[config.mk]
export PLATFORM = sky130hd
export DESIGN_NAME = fdivs_flat
export DESIGN_NICKNAME = d
export VERILOG_FILES = /design/src/rtl/fdivs_if.sv /design/src/rtl/fdivs.sv /design/src/flat_wrapper.sv
export SDC_FILE = /design/constraint.sdc
export NUM_CORES = 1
export LEC_CHECK = 0
export ABC_AREA = 1
export CAP_MARGIN = 20
export CORE_ASPECT_RATIO = 1.4
export CORE_MARGIN = 5
export CORE_UTILIZATION = 53
export DETAILED_ROUTE_END_ITERATION = 16
export PLACE_DENSITY_LB_ADDON = 0.08
export SLEW_MARGIN = 30
export SYNTH_ARGS = -nofsm -noshare
export SYNTH_HDL_FRONTEND = slang
export SYNTH_SLANG_ARGS = --single-unit
[constraint.sdc]
create_clock -name clk -period 3.3 [get_ports clk]
set_input_delay 0.66 -clock clk [delete_from_list [all_inputs] [get_ports clk]]
set_output_delay 0.66 -clock clk [all_outputs]
set_load 0.01 [all_outputs]
[src/rtl/fdivs_if.sv]
// Start/busy/done handshake bundle for the single-precision divider.
interface fdivs_if;
    logic        start;
    logic [31:0] a;
    logic [31:0] b;
    logic        busy;
    logic        done;
    logic [31:0] result;
    logic [4:0]  flags;

    modport master (output start, a, b, input busy, done, result, flags);
    modport slave  (input start, a, b, output busy, done, result, flags);
endinterface

[src/rtl/fdivs.sv]
// Multi-cycle IEEE-754 single divider: radix-2 restoring, RNE, denormals flushed.
module fdivs (
    input logic    clk,
    input logic    rst_n,
    fdivs_if.slave bus
);
    localparam logic [1:0] IDLE  = 2'd0;
    localparam logic [1:0] DIV   = 2'd1;
    localparam logic [1:0] ROUND = 2'd2;
    localparam logic [1:0] DONE  = 2'd3;

    logic [1:0]  state;
    logic [4:0]  cnt;
    logic [25:0] rem;
    logic [23:0] mb;
    logic [25:0] q;
    logic [9:0]  e;
    logic        sign;
    logic [31:0] result;
    logic [4:0]  flags;

    assign bus.busy   = (state == DIV) || (state == ROUND);
    assign bus.done   = (state == DONE);
    assign bus.result = result;
    assign bus.flags  = flags;

    // Operand classification; exp==0 covers both zero and flushed denormals.
    logic [7:0]  ea, eb;
    logic [22:0] fa, fb;
    logic        a_nan, b_nan, a_inf, b_inf, a_zero, b_zero, sgn_in;
    logic        special;
    logic [31:0] spec_res;
    logic [4:0]  spec_flags;
    logic [23:0] ma_in, mb_in;
    logic        ma_lt;
    logic [9:0]  e_in;

    always_comb begin
        ea     = bus.a[30:23];
        eb     = bus.b[30:23];
        fa     = bus.a[22:0];
        fb     = bus.b[22:0];
        a_nan  = (ea == 8'hFF) && (fa != 23'd0);
        b_nan  = (eb == 8'hFF) && (fb != 23'd0);
        a_inf  = (ea == 8'hFF) && (fa == 23'd0);
        b_inf  = (eb == 8'hFF) && (fb == 23'd0);
        a_zero = (ea == 8'h00);
        b_zero = (eb == 8'h00);
        sgn_in = bus.a[31] ^ bus.b[31];
        ma_in  = {1'b1, fa};
        mb_in  = {1'b1, fb};
        ma_lt  = ma_in < mb_in;
        e_in   = {2'b00, ea} - {2'b00, eb} + 10'd127 - {9'd0, ma_lt};

        special    = 1'b1;
        spec_res   = 32'd0;
        spec_flags = 5'b00000;
        if (a_nan || b_nan || (a_zero && b_zero) || (a_inf && b_inf)) begin
            spec_res   = 32'h7FC00000;
            spec_flags = 5'b10000;
        end else if (a_inf) begin
            spec_res = {sgn_in, 8'hFF, 23'd0};
        end else if (b_zero) begin
            spec_res   = {sgn_in, 8'hFF, 23'd0};
            spec_flags = 5'b01000;
        end else if (a_zero || b_inf) begin
            spec_res = {sgn_in, 31'd0};
        end else begin
            special = 1'b0;
        end
    end

    // One restoring step: subtract if it fits, then shift the partial remainder.
    logic        ge;
    logic [25:0] rem_nx;
    always_comb begin
        ge     = rem >= {2'b00, mb};
        rem_nx = ge ? (rem - {2'b00, mb}) : rem;
    end

    // Round to nearest even on {G, R|S}; a carry out renormalises by one.
    logic        g, r, s, nx, rnd_up;
    logic [24:0] rnd;
    logic [23:0] mant;
    logic [9:0]  e_rnd;
    logic [31:0] rnd_res;
    logic [4:0]  rnd_flags;
    always_comb begin
        g      = q[1];
        r      = q[0];
        s      = |rem;
        nx     = g | r | s;
        rnd_up = g & (r | s | q[2]);
        rnd    = {1'b0, q[25:2]} + {24'd0, rnd_up};
        mant   = rnd[24] ? rnd[24:1] : rnd[23:0];
        e_rnd  = e + {9'd0, rnd[24]};
        if ($signed(e_rnd) >= 10'sd255) begin
            rnd_res   = {sign, 8'hFF, 23'd0};
            rnd_flags = 5'b00101;
        end else if ($signed(e_rnd) <= 10'sd0) begin
            rnd_res   = {sign, 31'd0};
            rnd_flags = 5'b00011;
        end else begin
            rnd_res   = {sign, e_rnd[7:0], mant[22:0]};
            rnd_flags = {4'b0000, nx};
        end
    end

    always_ff @(posedge clk or negedge rst_n) begin
        if (!rst_n) begin
            state  <= IDLE;
            cnt    <= 5'd0;
            rem    <= 26'd0;
            mb     <= 24'd0;
            q      <= 26'd0;
            e      <= 10'd0;
            sign   <= 1'b0;
            result <= 32'd0;
            flags  <= 5'd0;
        end else begin
            case (state)
                IDLE: if (bus.start) begin
                    sign <= sgn_in;
                    if (special) begin
                        result <= spec_res;
                        flags  <= spec_flags;
                        state  <= DONE;
                    end else begin
                        rem   <= ma_lt ? {1'b0, ma_in, 1'b0} : {2'b00, ma_in};
                        mb    <= mb_in;
                        e     <= e_in;
                        q     <= 26'd0;
                        cnt   <= 5'd0;
                        state <= DIV;
                    end
                end
                DIV: begin
                    rem <= {rem_nx[24:0], 1'b0};
                    q   <= {q[24:0], ge};
                    if (cnt == 5'd25) begin
                        cnt   <= 5'd0;
                        state <= ROUND;
                    end else begin
                        cnt <= cnt + 5'd1;
                    end
                end
                ROUND: begin
                    result <= rnd_res;
                    flags  <= rnd_flags;
                    state  <= DONE;
                end
                default: state <= IDLE;
            endcase
        end
    end
endmodule

[src/flat_wrapper.sv]
// flat-port wrapper written by rule: the top's interface ports become plain ports
module fdivs_flat 
  (clk, rst_n, bus_start, bus_a, bus_b, bus_busy, bus_done, bus_result, bus_flags);
  fdivs_if bus_i ();
  input logic clk;
  input logic rst_n;
  input wire logic [$bits(bus_i.start)-1:0] bus_start;
  input wire logic [$bits(bus_i.a)-1:0] bus_a;
  input wire logic [$bits(bus_i.b)-1:0] bus_b;
  output wire logic [$bits(bus_i.busy)-1:0] bus_busy;
  output wire logic [$bits(bus_i.done)-1:0] bus_done;
  output wire logic [$bits(bus_i.result)-1:0] bus_result;
  output wire logic [$bits(bus_i.flags)-1:0] bus_flags;
  assign bus_i.start = bus_start;
  assign bus_i.a = bus_a;
  assign bus_i.b = bus_b;
  assign bus_busy = bus_i.busy;
  assign bus_done = bus_i.done;
  assign bus_result = bus_i.result;
  assign bus_flags = bus_i.flags;
  fdivs u_core (.clk(clk), .rst_n(rst_n), .bus(bus_i));
endmodule
# --- Word level (Yosys, flattened, before mapping) ---
# Index checks and enable logic that the tools add are counted.
totals:
  reg_bits: 131
  output_inout_bits: 39
  elab_cells: 101
op_classes:
  n_addsub: 7
  order_cmp: 4
  n_eq_ne: 10
  muxes: 38
  bitwise_logic: 7
  n_reduce_logical: 26
op_table:
  columns: ["op", "count"]
  rows:
  - ["2-to-1 mux 32 bit", 6]
  - ["2-to-1 mux 26 bit", 4]
  - ["case mux 26 bit (2 select lines)", 2]
  - ["case mux 32 bit (2 select lines)", 1]
  - ["2-to-1 mux 31 bit", 2]
  - ["2-to-1 mux 25 bit", 2]
  - ["logical NOT 23 bit", 2]
  - ["nonzero test 23 bit", 2]
  - ["2-to-1 mux 5 bit", 8]
  - ["greater-or-equal comparator 26 x 24 -> 1 bit", 1]
  - ["OR reduction 26 bit", 1]
  - ["adder 24 x 1 -> 25 bit", 1]
  - ["subtractor 25 x 24 -> 25 bit", 1]
  - ["less-than comparator 24 bit", 1]
  - ["2-to-1 mux 23 bit", 1]
  - ["case mux 5 bit (2 select lines)", 2]
  - ["equality test 8 bit, second input constant", 2]
  - ["logical NOT 8 bit", 2]
  - ["adder 10 x 1 -> 10 bit", 1]
  - ["adder 10 x 7 -> 10 bit, second input constant", 1]
  - ["greater-or-equal comparator 10 x 9 -> 1 bit, second input constant", 1]
  - ["less-or-equal comparator 10 x 1 -> 1 bit, second input constant", 1]
  - ["subtractor 10 x 1 -> 10 bit", 1]
  - ["AND reduction 3 bit", 3]
  - ["20 further kinds", 43]

# --- Logic depth before layout (Yosys ltp) ---
depth:
  depth_word: 10
  depth_mapped: 25

# --- Worst setup path after synthesis ---
# No wires, ideal clock.
synth_path:
  path_kind: "input to register"
  from: "input bus_b[21]"
  to: "register u_core.e[7]"
  setup_time_ns: 0.130
  arrival_ns: 3.328
  t_required_ns: 3.170
  setup_slack_ns: -0.158
  stages: 18
  n_path_buf: 1
  path_cell_list: "inv_1 -> ha_1 -> a21o_1 -> a21oi_1 -> nand2_1 -> a21oi_1 -> nand2_1 -> buf_2 -> ha_1 -> ha_1 -> fa_1 -> nand3_1 -> nand2_1 -> inv_1 -> o21ai_0 -> a21oi_1 -> xor2_1 -> o21ai_0"
synth_between:
  elab_chain_len: 9
  word_cells_on_any_way: 17
  classes_between: "add/sub: 1; order compare: 1; mux: 4; bitwise: 1; reduce/logical: 10"
synth_rtl:
  columns: ["element", "line_no", "text"]
  rows:
  - ["start, declared", "flat_wrapper.sv:9", "input wire logic [$bits(bus_i.b)-1:0] bus_b;"]
  - ["parallel branches: the longest is 9 deep, another holds less-than comparator 24 bit", null, null]
  - ["end signal, assigned", "fdivs.sv:131", "e <= e_in;"]
  - ["end, declared", "fdivs.sv:17", "logic [9:0] e;"]
# Parallel ways; which one is timed is not known.
# A chain may end at the register's enable or synchronous reset.

# --- Worst setup path in the final report ---
layout_path:
  from: "register u_core.q[1]"
  to: "register u_core.result[8], in the netlist u_core.bus.result[8]"
layout_between:
  elab_chain_len: 7
  word_cells_on_any_way: 9
  classes_between: "add/sub: 2; order compare: 2; mux: 4; bitwise: 1"
layout_rtl:
  columns: ["element", "line_no", "text"]
  rows:
  - ["start, declared", "fdivs.sv:16", "logic [25:0] q;"]
  - ["start signal, assigned", "fdivs.sv:139", "q <= {q[24:0], ge};"]
  - ["AND 1 bit (*)", "fdivs.sv:93", "rnd_up = g & (r | s | q[2]);"]
  - ["adder 24 x 1 -> 25 bit (*)", "fdivs.sv:94", "rnd = {1'b0, q[25:2]} + {24'd0, rnd_up};"]
  - ["adder 10 x 1 -> 10 bit", "fdivs.sv:96", "e_rnd = e + {9'd0, rnd[24]};"]
  - ["less-or-equal comparator 10 x 1 -> 1 bit", "fdivs.sv:100", "end else if ($signed(e_rnd) <= 10'sd0) begin"]
  - ["2-to-1 mux 31 bit", "fdivs.sv:100", null]
  - ["2-to-1 mux 31 bit (*)", "fdivs.sv:97", "if ($signed(e_rnd) >= 10'sd255) begin"]
  - ["case mux 32 bit (2 select lines) (*)", "fdivs.sv:121", "case (state)"]
  - ["end signal, assigned", "fdivs.sv:125", "result <= spec_res;"]
  - ["end signal, assigned", "fdivs.sv:148", "result <= rnd_res;"]
  - ["end, declared", "fdivs.sv:19", "logic [31:0] result;"]
# Every way passes the cells marked *; elsewhere a longest branch is shown, timed or not.

==> flow_metrics.env <==
export IMPL_synth_top_area_share_pct=29.3
export IMPL_synth_distinct_cells=45
export IMPL_synth_seq_area_share_pct=29.3
export IMPL_cts_tree="done"
export IMPL_start_kind="flip-flop"
export IMPL_area_growth_syn_to_layout_pct=29.2
export IMPL_ir_worst_vdd_uv=662
export IMPL_ant_nets=0
export IMPL_fp_dieH_um=182
export IMPL_synthCells=1763
export IMPL_fin_skew_ns=0.00981
export IMPL_cts_sinks=131
export IMPL_chipWidth_um=133
export IMPL_p_leak_nw=7.90
export IMPL_finalCoreUtilization_pct=69.0
export IMPL_synth_main_ff_cell="dfrtp_1"
export IMPL_powerDensity_nw_per_um2=836
export IMPL_gr_total_overflow=0
export IMPL_cts_max_level=4
export IMPL_final_max_slew_viol_count=0
export IMPL_final_cells=2244
export IMPL_synth_compound_area_share_pct=6.07
export IMPL_crit_type="reg2reg"
export IMPL_netlist_area_um2=11200
export IMPL_worstHoldPathType="in2async"
export IMPL_dp_hpwl_mm=27.1
export IMPL_drive_gt1_share_pct=14.6
export IMPL_outcome="complete, no violations"
export IMPL_grt_pass1_vias=11500
export IMPL_gr_max_usage_layer="met2"
export IMPL_r2r_cells=23
export IMPL_crit_arrival_ns=3.55
export IMPL_diodes=0
export IMPL_avgSynthCellArea_um2=6.35
export IMPL_synthTopCellsByCount="nand2_1, inv_1, nand3_1"
export IMPL_setup_violations_final=0
export IMPL_ys_seq_elements=131
export IMPL_grtUsageMet1_pct=29.4
export IMPL_antenna_found_initial=0
export IMPL_grt_first_pass_wirelength_mm=55.5
export IMPL_slew_headroom_pct=40.5
export IMPL_use_met2_pct=53.7
export IMPL_grtUsageMet3_pct=3.91
export IMPL_insertion_delay_ns=0.44
export IMPL_wl_per_cell_um=15.7
export IMPL_routabilityCongestion=0.965
export IMPL_drt_first_pass_iters=8
export IMPL_cap_viol_max_count=0
export IMPL_ys_warn_count=0
export IMPL_fin_nets=2114
export IMPL_clk_pin_slew_worst_paths_ns=0.06
export IMPL_r2r_slack_ns=0.07
export IMPL_clockBufferDepth=2
export IMPL_cts_hold_buf=0
export IMPL_finalHoldViolCount=0
export IMPL_reg2reg_to="u_core.bus.result[8]"
export IMPL_dieArea_um2=24200
export IMPL_fin_crit_ns=3.23
export IMPL_reg2reg_from="u_core.q[1]"
export IMPL_final_period_utilization_pct=98.0
export IMPL_routed_via_count=11900
export IMPL_post_drt_via_cell_ratio=5.31
export IMPL_ys_async_sr_fraction_pct=100
export IMPL_power_total_w=0.0121
export IMPL_synthSimpleGateAreaFrac_pct=41.0
export IMPL_synthAdderAreaFrac_pct=8.58
export IMPL_portBuffers=105
export IMPL_track_usage_pct=28.5
export IMPL_synth_top_family_by_area="simple AND/OR/NAND/NOR gates"
export IMPL_numCtsBuffers=17
export IMPL_num_io_pins=106
export IMPL_max_freq_ghz=0.309
export IMPL_synth_area_leader_cell="dfrtp_1"
export IMPL_coreArea_um2=21000
export IMPL_critical_path_peak_fanout=14
export IMPL_synth_edf_count=0
export IMPL_initial_utilization_pct=53.4
export IMPL_grt_max_degree=70
export IMPL_synthMostInstantiatedCell="nand2_1"
export IMPL_drc=0
export IMPL_syn_nets=1905
export IMPL_dp_cells=2189
export IMPL_rsz0062_at_grt="yes"
export IMPL_cts_root_buffer="clkbuf_16"
export IMPL_yosys_top_cells_area="dfrtp_1, nand2_1, inv_1"
export IMPL_rows=63
export IMPL_worstSetupEndpointType="flip-flop"
export IMPL_drt_wl_total_mm=35.2
export IMPL_synth_xor_area_share_pct=2.81
export IMPL_drtIter0Drc=642
export IMPL_required_ns=3.61
export IMPL_synth_mux_area_share_pct=0
export IMPL_worst_pin_slew_ns=0.892
## final cells by class
class,count,area (um2)
repair buffers,242,2170
fillers,1858,6510
inverters,277,1040
multi-input cells,1303,7030
well taps,260,325
clock inverters,11,151
clock buffers,20,467
flip-flops and latches,131,3280
## worst max-delay path, stage by stage (launching register included)
cell      delay [ns]
dfrtp_1         0.36
nand2_2         0.07
inv_2           0.06
ha_4            0.13
nand2_4         0.06
nor3_4          0.22
nand2_2         0.12
nor2_4          0.13
nand4_1         0.20
clkinv_2        0.14
ha_4            0.15
ha_4            0.12
inv_1           0.05
nor2_2          0.20
nand3_1         0.11
nand2_1         0.07
nand2_1         0.10
nor2_4          0.20
nand3_4         0.15
nand3_4         0.11
nor2_4          0.06
buf_12          0.14
nand3_1         0.09
nand2_1         0.06
## layout by cell type, fill, tap and decap left out, types with 8 or more instances in the layout
cell             Yosys  routed
inv_1              269     260
nand3b_1             8       8
a21oi_2              0      14
dfrtp_1            131     131
clkbuf_16            0      17
xnor2_1             18      18
ha_1                72      52
clkdlybuf4s50_1      0      86
nand3_1            186     180
nand2_1            649     634
nor3_1              10       9
xor2_1              16      15
nand4_1             59      59
nor2_2               6       9
dlymetal6s2s_1       0      16
a21oi_1             43      29
buf_4                5     133
nor2_1             127     119
nand2_2              2      15
o21ai_0             55      49
ha_4                 0      19
inv_2                6      15
o21ai_1              8      11
o21ai_2              6       9
nand3_2              4       9
## sequential cells by signal, summed over array words and instances (netlist names)
| name | cells |
|---|---|
| u_core.bus.flags | 5 |
| u_core.bus.result | 32 |
| u_core.cnt | 5 |
| u_core.e | 10 |
| u_core.mb | 24 |
| u_core.q | 26 |
| u_core.rem | 26 |
| u_core.sign | 1 |
| u_core.state | 2 |
## repair_timing
action	in CTS	in global routing
endpoints found under the setup margin	36	38
gates cloned	1	0
buffers inserted	14	12
hold endpoints to repair	0	0
gates resized for setup	21	97
pin swaps	11	51
## where the power goes
part / switching (W) / internal, W
Sequential: 0.000415 / 0.00207
Clock: 0.000756 / 0.00125
Combinational: 0.00490 / 0.00270
Total: 0.00608 / 0.00601
## cells by family after synthesis
logic type / after synthesis
compound gates: 122
flops: 131
buf+inv: 330
fa+ha+maj: 75
simple gates: 1070
xor+xnor: 35
## worst max path at each step
stage | startpoint | to | slack [ns] | depth (start not counted)
5_1_grt | u_core.q[2] | u_core.bus.result[5] | -0.13 | 23
4_1_cts | u_core.q[2] | u_core.bus.result[8] | 0.002 | 21
3_3_place_gp | bus_b[21] | u_core.e[9] | -0.46 | 20
2_1_floorplan | bus_b[21] | u_core.e[7] | 0.02 | 18
6_report | u_core.q[1] | u_core.bus.result[8] | 0.07 | 23
3_5_place_dp | bus_b[21] | u_core.e[9] | -0.53 | 20
## stage by stage
step / setup TNS (ns) / area, um2 / hold WS, ns / setup slack [ns]
2_1_floorplan: 0 / 11200 / 0.364 / 0.0183
3_3_place_gp: -5.02 / 13100 / 0.443 / -0.461
3_5_place_dp: -7.46 / 13100 / 0.444 / -0.527
4_1_cts: 0 / 13900 / 0.362 / 0.00174
5_1_grt: -2.78 / 14500 / 0.409 / -0.134
6_report: 0 / 14500 / 0.337 / 0.0653
## per-layer routing
metal | wire length [um] | up-vias
li1 | - | 5978
met1 | 12900 | 5450
met2 | 18400 | 352
met3 | 1320 | 137
met4 | 2470 | 0
met5 | 0 | -
Power figures use the tool's default switching activity.
